[src/rtl/pynq_ov7670_pkg.sv]
// pynq_ov7670_pkg: shared FSM states, RGB565 field map, colour bars and sizing helper
package pynq_ov7670_pkg;
  typedef enum logic [1:0] {SKIP, WAIT_FRAME, ACTIVE} state_t;
  localparam int R_MSB = 15;
  localparam int R_LSB = 11;
  localparam int G_MSB = 10;
  localparam int G_LSB = 5;
  localparam int B_MSB = 4;
  localparam int B_LSB = 0;
  // {r,g,b} full-scale flags, index 0 = white ... index 7 = black
  localparam logic [7:0][2:0] COLOUR_BARS = {3'b000, 3'b001, 3'b100, 3'b101,
                                             3'b010, 3'b011, 3'b110, 3'b111};
  function automatic int clog2(input int n);
    int r;
    r = 0;
    while ((1 << r) < n) r++;
    return (r < 1) ? 1 : r;
  endfunction
endpackage

[src/rtl/rgb565_expand.sv]
// rgb565_expand: widens RGB565 fields to BIT_WIDTH by MSB replication (truncates when narrower)
module rgb565_expand
  import pynq_ov7670_pkg::*;
#(
  parameter int BIT_WIDTH = 8
)(
  input  logic [15:0]          pix,
  output logic [BIT_WIDTH-1:0] r,
  output logic [BIT_WIDTH-1:0] g,
  output logic [BIT_WIDTH-1:0] b
);
  logic [14:0] r_rep, b_rep;
  logic [11:0] g_rep;
  assign r_rep = {3{pix[R_MSB:R_LSB]}};
  assign g_rep = {2{pix[G_MSB:G_LSB]}};
  assign b_rep = {3{pix[B_MSB:B_LSB]}};
  assign r = r_rep[14 -: BIT_WIDTH];
  assign g = g_rep[11 -: BIT_WIDTH];
  assign b = b_rep[14 -: BIT_WIDTH];
endmodule

[src/rtl/ov7670_rgb565_capture.sv]
// ov7670_rgb565_capture: OV7670 RGB565 byte stream to expanded pixels; OV7670_CAPTURE_TEST_PATTERN_EN selects colour bars
module ov7670_rgb565_capture
  import pynq_ov7670_pkg::*;
#(
  parameter int BIT_WIDTH = 8,
  parameter int FRAME_HEIGHT = 480,
  parameter int FRAME_WIDTH = 640,
  parameter int SKIP_FRAMES = 2,
  localparam int V_BITW = clog2(FRAME_HEIGHT),
  localparam int H_BITW = clog2(FRAME_WIDTH),
  localparam int P_BITW = clog2(FRAME_HEIGHT * FRAME_WIDTH)
)(
  input  logic                 clock,
  input  logic                 reset,
  input  logic                 cam_vsync,
  input  logic                 cam_href,
  input  logic [7:0]           cam_data,
  output logic                 out_valid,
  output logic [BIT_WIDTH-1:0] out_r,
  output logic [BIT_WIDTH-1:0] out_g,
  output logic [BIT_WIDTH-1:0] out_b,
  output logic [V_BITW-1:0]    out_vcnt,
  output logic [H_BITW-1:0]    out_hcnt,
  output logic [P_BITW-1:0]    out_addr,
  output logic                 out_frame_done,
  output logic                 out_err
);
  localparam logic [V_BITW:0] FH = (V_BITW + 1)'(FRAME_HEIGHT);
  localparam logic [H_BITW:0] FW = (H_BITW + 1)'(FRAME_WIDTH);
  localparam logic [P_BITW:0] LINE_STEP = (P_BITW + 1)'(FRAME_WIDTH);
  logic vs_q, hr_q, vs_p, hr_p;
  logic [7:0] d_q, hi;
  state_t state;
  logic [3:0] skip_cnt;
  logic phase, done, fd_pend;
  logic [V_BITW:0] vcnt;
  logic [H_BITW:0] hcnt;
  logic [P_BITW:0] addr, line_base;
  logic [15:0] pix;
  logic [BIT_WIDTH-1:0] exp_r, exp_g, exp_b;
  logic vs_rise, vs_fall, hr_fall, in_frame, in_line, last;
  assign vs_rise = vs_q & ~vs_p;
  assign vs_fall = ~vs_q & vs_p;
  assign hr_fall = ~hr_q & hr_p;
  assign in_frame = vcnt < FH;
  assign in_line = hcnt < FW;
  assign last = (vcnt == FH - 1'b1) && (hcnt == FW - 1'b1);
`ifdef OV7670_CAPTURE_TEST_PATTERN_EN
  logic [2:0] bar, rgb;
  assign bar = 3'((32'(hcnt) * 8) / FRAME_WIDTH);
  assign rgb = COLOUR_BARS[bar];
  assign pix = {{5{rgb[2]}}, {6{rgb[1]}}, {5{rgb[0]}}};
`else
  assign pix = {hi, d_q};
`endif
  rgb565_expand #(.BIT_WIDTH(BIT_WIDTH)) u_expand (
    .pix(pix),
    .r(exp_r),
    .g(exp_g),
    .b(exp_b)
  );
  // register camera pins once, keep previous sync levels for edge detection
  always_ff @(posedge clock or posedge reset) begin
    if (reset) begin
      vs_q <= 1'b0;
      hr_q <= 1'b0;
      d_q <= '0;
      vs_p <= 1'b0;
      hr_p <= 1'b0;
    end else begin
      vs_q <= cam_vsync;
      hr_q <= cam_href;
      d_q <= cam_data;
      vs_p <= vs_q;
      hr_p <= hr_q;
    end
  end
  // frame sequencing, byte pairing, counters and registered pixel outputs
  always_ff @(posedge clock or posedge reset) begin
    if (reset) begin
      state <= SKIP;
      skip_cnt <= '0;
      phase <= 1'b0;
      hi <= '0;
      done <= 1'b0;
      fd_pend <= 1'b0;
      vcnt <= '0;
      hcnt <= '0;
      addr <= '0;
      line_base <= '0;
      out_valid <= 1'b0;
      out_r <= '0;
      out_g <= '0;
      out_b <= '0;
      out_vcnt <= '0;
      out_hcnt <= '0;
      out_addr <= '0;
      out_frame_done <= 1'b0;
      out_err <= 1'b0;
    end else begin
      out_valid <= 1'b0;
      fd_pend <= 1'b0;
      out_frame_done <= fd_pend;
      case (state)
        SKIP: begin
          if (skip_cnt >= 4'(SKIP_FRAMES)) state <= WAIT_FRAME;
          else if (vs_rise) skip_cnt <= skip_cnt + 4'd1;
        end
        WAIT_FRAME: begin
          if (vs_fall) begin
            state <= ACTIVE;
            phase <= 1'b0;
            done <= 1'b0;
            vcnt <= '0;
            hcnt <= '0;
            addr <= '0;
            line_base <= '0;
          end
        end
        ACTIVE: begin
          if (vs_rise) begin
            state <= WAIT_FRAME;
            if (!done) out_err <= 1'b1;
          end else if (hr_q) begin
            phase <= ~phase;
            if (!phase) hi <= d_q;
            else if (in_line) begin
              hcnt <= hcnt + 1'b1;
              if (in_frame) begin
                out_valid <= 1'b1;
                out_r <= exp_r;
                out_g <= exp_g;
                out_b <= exp_b;
                out_vcnt <= V_BITW'(vcnt);
                out_hcnt <= H_BITW'(hcnt);
                out_addr <= P_BITW'(addr);
                addr <= addr + 1'b1;
                if (last) begin
                  fd_pend <= 1'b1;
                  done <= 1'b1;
                end
              end
            end
          end else if (hr_fall) begin
            phase <= 1'b0;
            hcnt <= '0;
            if (phase || (in_frame && in_line)) out_err <= 1'b1;
            if (in_frame) begin
              vcnt <= vcnt + 1'b1;
              addr <= line_base + LINE_STEP;
              line_base <= line_base + LINE_STEP;
            end
          end
        end
        default: state <= SKIP;
      endcase
    end
  end
endmodule

[config.mk]
export PLATFORM = sky130hd
export DESIGN_NAME = ov7670_rgb565_capture
export DESIGN_NICKNAME = d
export VERILOG_FILES = /design/src/rtl/pynq_ov7670_pkg.sv /design/src/rtl/rgb565_expand.sv /design/src/rtl/ov7670_rgb565_capture.sv
export SDC_FILE = /design/constraint.sdc
export NUM_CORES = 1
export LEC_CHECK = 0
export BUFFER_PORTS_ARGS = -buffer_cell sky130_fd_sc_hd__buf_2
export CORE_AREA = 2 2 115 117
export DETAILED_ROUTE_END_ITERATION = 8
export DIE_AREA = 0 0 117 119
export PLACE_DENSITY = 0.69
export SETUP_SLACK_MARGIN = 0.4
export SKIP_LAST_GASP = 1
export SYNTH_ARGS = -nofsm -noshare
export SYNTH_HDL_FRONTEND = slang
export SYNTH_SLANG_ARGS = --single-unit
[constraint.sdc]
create_clock -name clock -period 6.1 [get_ports clock]
set_clock_uncertainty 0.1 [all_clocks]
set_input_delay 0.915 -clock clock [delete_from_list [all_inputs] [get_ports clock]]
set_output_delay 0.915 -clock clock [all_outputs]
set_load 0.01 [all_outputs]
==> impl_metrics.ini <==
[status]
outcome = finished, final reports clean

[timing]
max_slew_margin_pct = 39.6
fmax_ghz = 0.362
finalSetupViolations = 0
tns_ps = 0
rsz0062_at_grt = no
max_slew.worst_pin.slew_ps = 906
finalHoldViolCount = 0
fin_crit_sh_pct = 45.3
final-max-slew-violation-count = 0
finalCriticalPeriod_ps = 2760

[clock_tree]
numCtsBuffers = 17
path_clk_slew_ps = 50
clk_latency_ps = 410
cts_tree = built
ctsHoldBuffers = 0
clockBufferDepth = 2
cts_root_buf = clkbuf_16
cts_resized = 0
htree_levels = 4
postCtsSetupBuffers = 0
cts_sinks = 138

[route]
drt_pass1_iterations = 5
drt_iter0_markers = 541
avgViaCountPerCell = 5.40
ant_nets = 0
drc = 0
wire_per_inst_um = 15.3
drt-total-wl_um = 13800
vias = 4879

[setup_path]
reg2reg_depth = 3
start_kind = flop
max_stage_delay_ps = 750
worstPathMaxFanout = 21
crit_slowest_cell = dfrtp_1
endpoint_kind = flop
crit_type = flop to flop
r2r_end = hi[5]
arrival_ps = 2950
required_ps = 6290
path_cells = nand3b_1 > or3_1 > mux2_1
reg2reg_slack_ps = 3340
r2r_start = hr_q

[logic_synthesis]
synth-compound-area-share_pct = 11.9
synthDistinctLibCells = 61
async_reset_ff_share_pct = 100
yosysSeqAreaShare_pct = 55.6
ys.flop_type = dfrtp_1
synth_nets = 677
syn_inst = 659
synthMuxAreaShare_pct = 1.63
syn_avg_cell_area_um2 = 9.43
synth_xor_area_share_pct = 2.11
syn-cell-area_um2 = 6210
ys_ff_latch = 138
ys.warnings.count = 0
synth_simple_gate_area_share_pct = 23.7
synth_edf_count = 0
synthAdderAreaFrac_pct = 1.21
synth_top_family_by_area = simple AND/OR/NAND/NOR gates

[cells_and_area]
antenna_cells = 0
multi_input_area_um2 = 2520
regArea_um2 = 3450
design_area_um2 = 7230
area_growth_pct = 16.3
fin_cells = 904
drive_gt1_share_pct = 16.3
nFillCells = 1103
fin_nets = 735

[worst_hold_path]
worstHoldEndpoint = out_frame_done
hold_depth = 0
hp-start = fd_pend
hold_class = flop to flop

[global_route]
grt_usage_pct = 21.7
antenna_found_initial = 0
grt_pass1_vias = 4838
grt_max_degree = 100
grt_pass1_wl_um = 23700
grt_overflow_total = 0

[placement]
place_hpwl_um = 9200
place_area_um2 = 6630
routabilityCongestion = 0.891
io_buffers = 76
place_inst = 874

[floorplanning]
die_area_um2 = 13900
rows = 42
start_util_pct = 48.3
io_pins = 77
core_um2 = 12900
die_h_um = 119
die_w_um = 117

[power_and_ir_drop]
irDropWorstVdd_mv = 0.209
cellPowerDensity_nw_per_um2 = 326
leakagePower_nw = 3.63

[flow_run]
max-cap-violations = 0
sequential cells by signal, indices dropped and copies added, names as in the netlist, 4 cells and up:
signal / cells
out_addr: 19
vcnt: 10
skip_cnt: 4
out_b: 5
out_g: 6
hcnt: 11
out_vcnt: 9
d_q: 8
addr: 19
line_base: 12
out_r: 5
out_hcnt: 10
hi: 8
stage by stage:
stage / utilization [%] / setup slack, ps / power [W] / hold WS [ps]
floorplan: - / 1390 / 0.00125 / 231
global placement: 51.5 / 3450 / 0.00132 / 244
detailed placement: 51.5 / 3310 / 0.00133 / 246
CTS: 56.1 / 3330 / 0.00237 / 259
global route: 56.1 / 2940 / 0.00246 / 266
finish: 56.1 / 3340 / 0.00235 / 258
worst max path at each step:
stage	startpoint	endpoint	slack, ps	cells past startpoint
3_5_place_dp	hr_q	addr[5]	3310	5
3_3_place_gp	hr_q	hi[0]	3450	3
4_1_cts	hr_q	hi[0]	3330	3
2_1_floorplan	reset	addr[0]	1390	1
6_report	hr_q	hi[5]	3340	3
5_1_grt	hr_q	addr[5]	2940	5
power breakdown:
part           leakage (nW)  internal [W]  switching [W]
Combinational          1.46     0.0000959       0.000167
Sequential             1.88      0.000988      0.0000659
Clock                 0.289      0.000670       0.000368
Total                  3.63       0.00175       0.000600
cell usage after synthesis (3+ instances only):
master	instances	area share [%]
nand2_1	193	12
dfrtp_1	138	56
nor2_1	41	2.5
o21ai_0	38	3.1
nand3_1	21	1.7
o21ai_1	17	1.4
a21oi_1	16	1.3
buf_2	16	1.3
clkbuf_1	14	0.85
nand2b_1	9	0.91
xnor2_1	9	1.3
buf_4	8	0.97
inv_1	8	0.48
mux2_1	8	1.5
nand4_1	8	0.81
nor3_1	8	0.64
o31ai_1	8	0.97
and3_1	6	0.60
ha_1	6	1.2
nor4_1	6	0.60
xor2_1	6	0.85
a31oi_1	5	0.50
and2_1	5	0.50
o22ai_1	4	0.40
o41ai_1	4	0.56
or2_1	4	0.40
a41oi_1	3	0.42
nor2b_1	3	0.30
nor3b_1	3	0.36
o21a_1	3	0.36
cells in the final DEF, fill, tap and decap left out, types with 4 or more instances in the layout:
| master | instances |
|---|---|
| ha_1 | 6 |
| nand2b_1 | 8 |
| mux2_1 | 8 |
| nand3_1 | 21 |
| dfrtp_1 | 138 |
| nand4_1 | 8 |
| clkbuf_16 | 17 |
| inv_1 | 7 |
| nor3_1 | 8 |
| or2_1 | 4 |
| o41ai_1 | 4 |
| and3_1 | 6 |
| nand2_1 | 193 |
| a31oi_1 | 5 |
| o31ai_1 | 8 |
| o22ai_1 | 4 |
| o21ai_0 | 38 |
| buf_2 | 76 |
| xor2_1 | 6 |
| nor2_1 | 41 |
| o21ai_1 | 17 |
| a21oi_1 | 16 |
| and2_1 | 5 |
| xnor2_1 | 9 |
| nor4_1 | 6 |
final cells by class:
cell class | count | area share (%)
clock buffer | 23 | 6.61
clock inverter | 7 | 1.61
inverter | 10 | 0.589
multi-input combinational | 472 | 34.9
sequential | 138 | 47.8
tap | 176 | 3.05
timing repair buffer | 78 | 5.47
logic make-up after synthesis:
| family | count (synthesis) |
|---|---|
| xor gates and xnor gates | 15 |
| and+or+nand+nor | 325 |
| adders and majority gates | 6 |
| buffers and inverters | 49 |
| DFF | 138 |
| AOI/OAI and AO/OA | 117 |
| muxes | 9 |
routing by layer:
layer  vias up  wire length [µm]  track usage, %
li1       2363                 -               -
met1      2343              6580            30.7
met2       152              6360            32.5
met3        21               650            5.45
met4         0               201            7.87
met5         -                 0               0
worst max-delay path: cells and delay by family, from the launching register on:
kind | cells | cell delay [ps]
DFF | 1 | 750
and+or+nand+nor | 2 | 1400
muxes | 1 | 390
No activity file was read; power rests on OpenSTA's default activity.
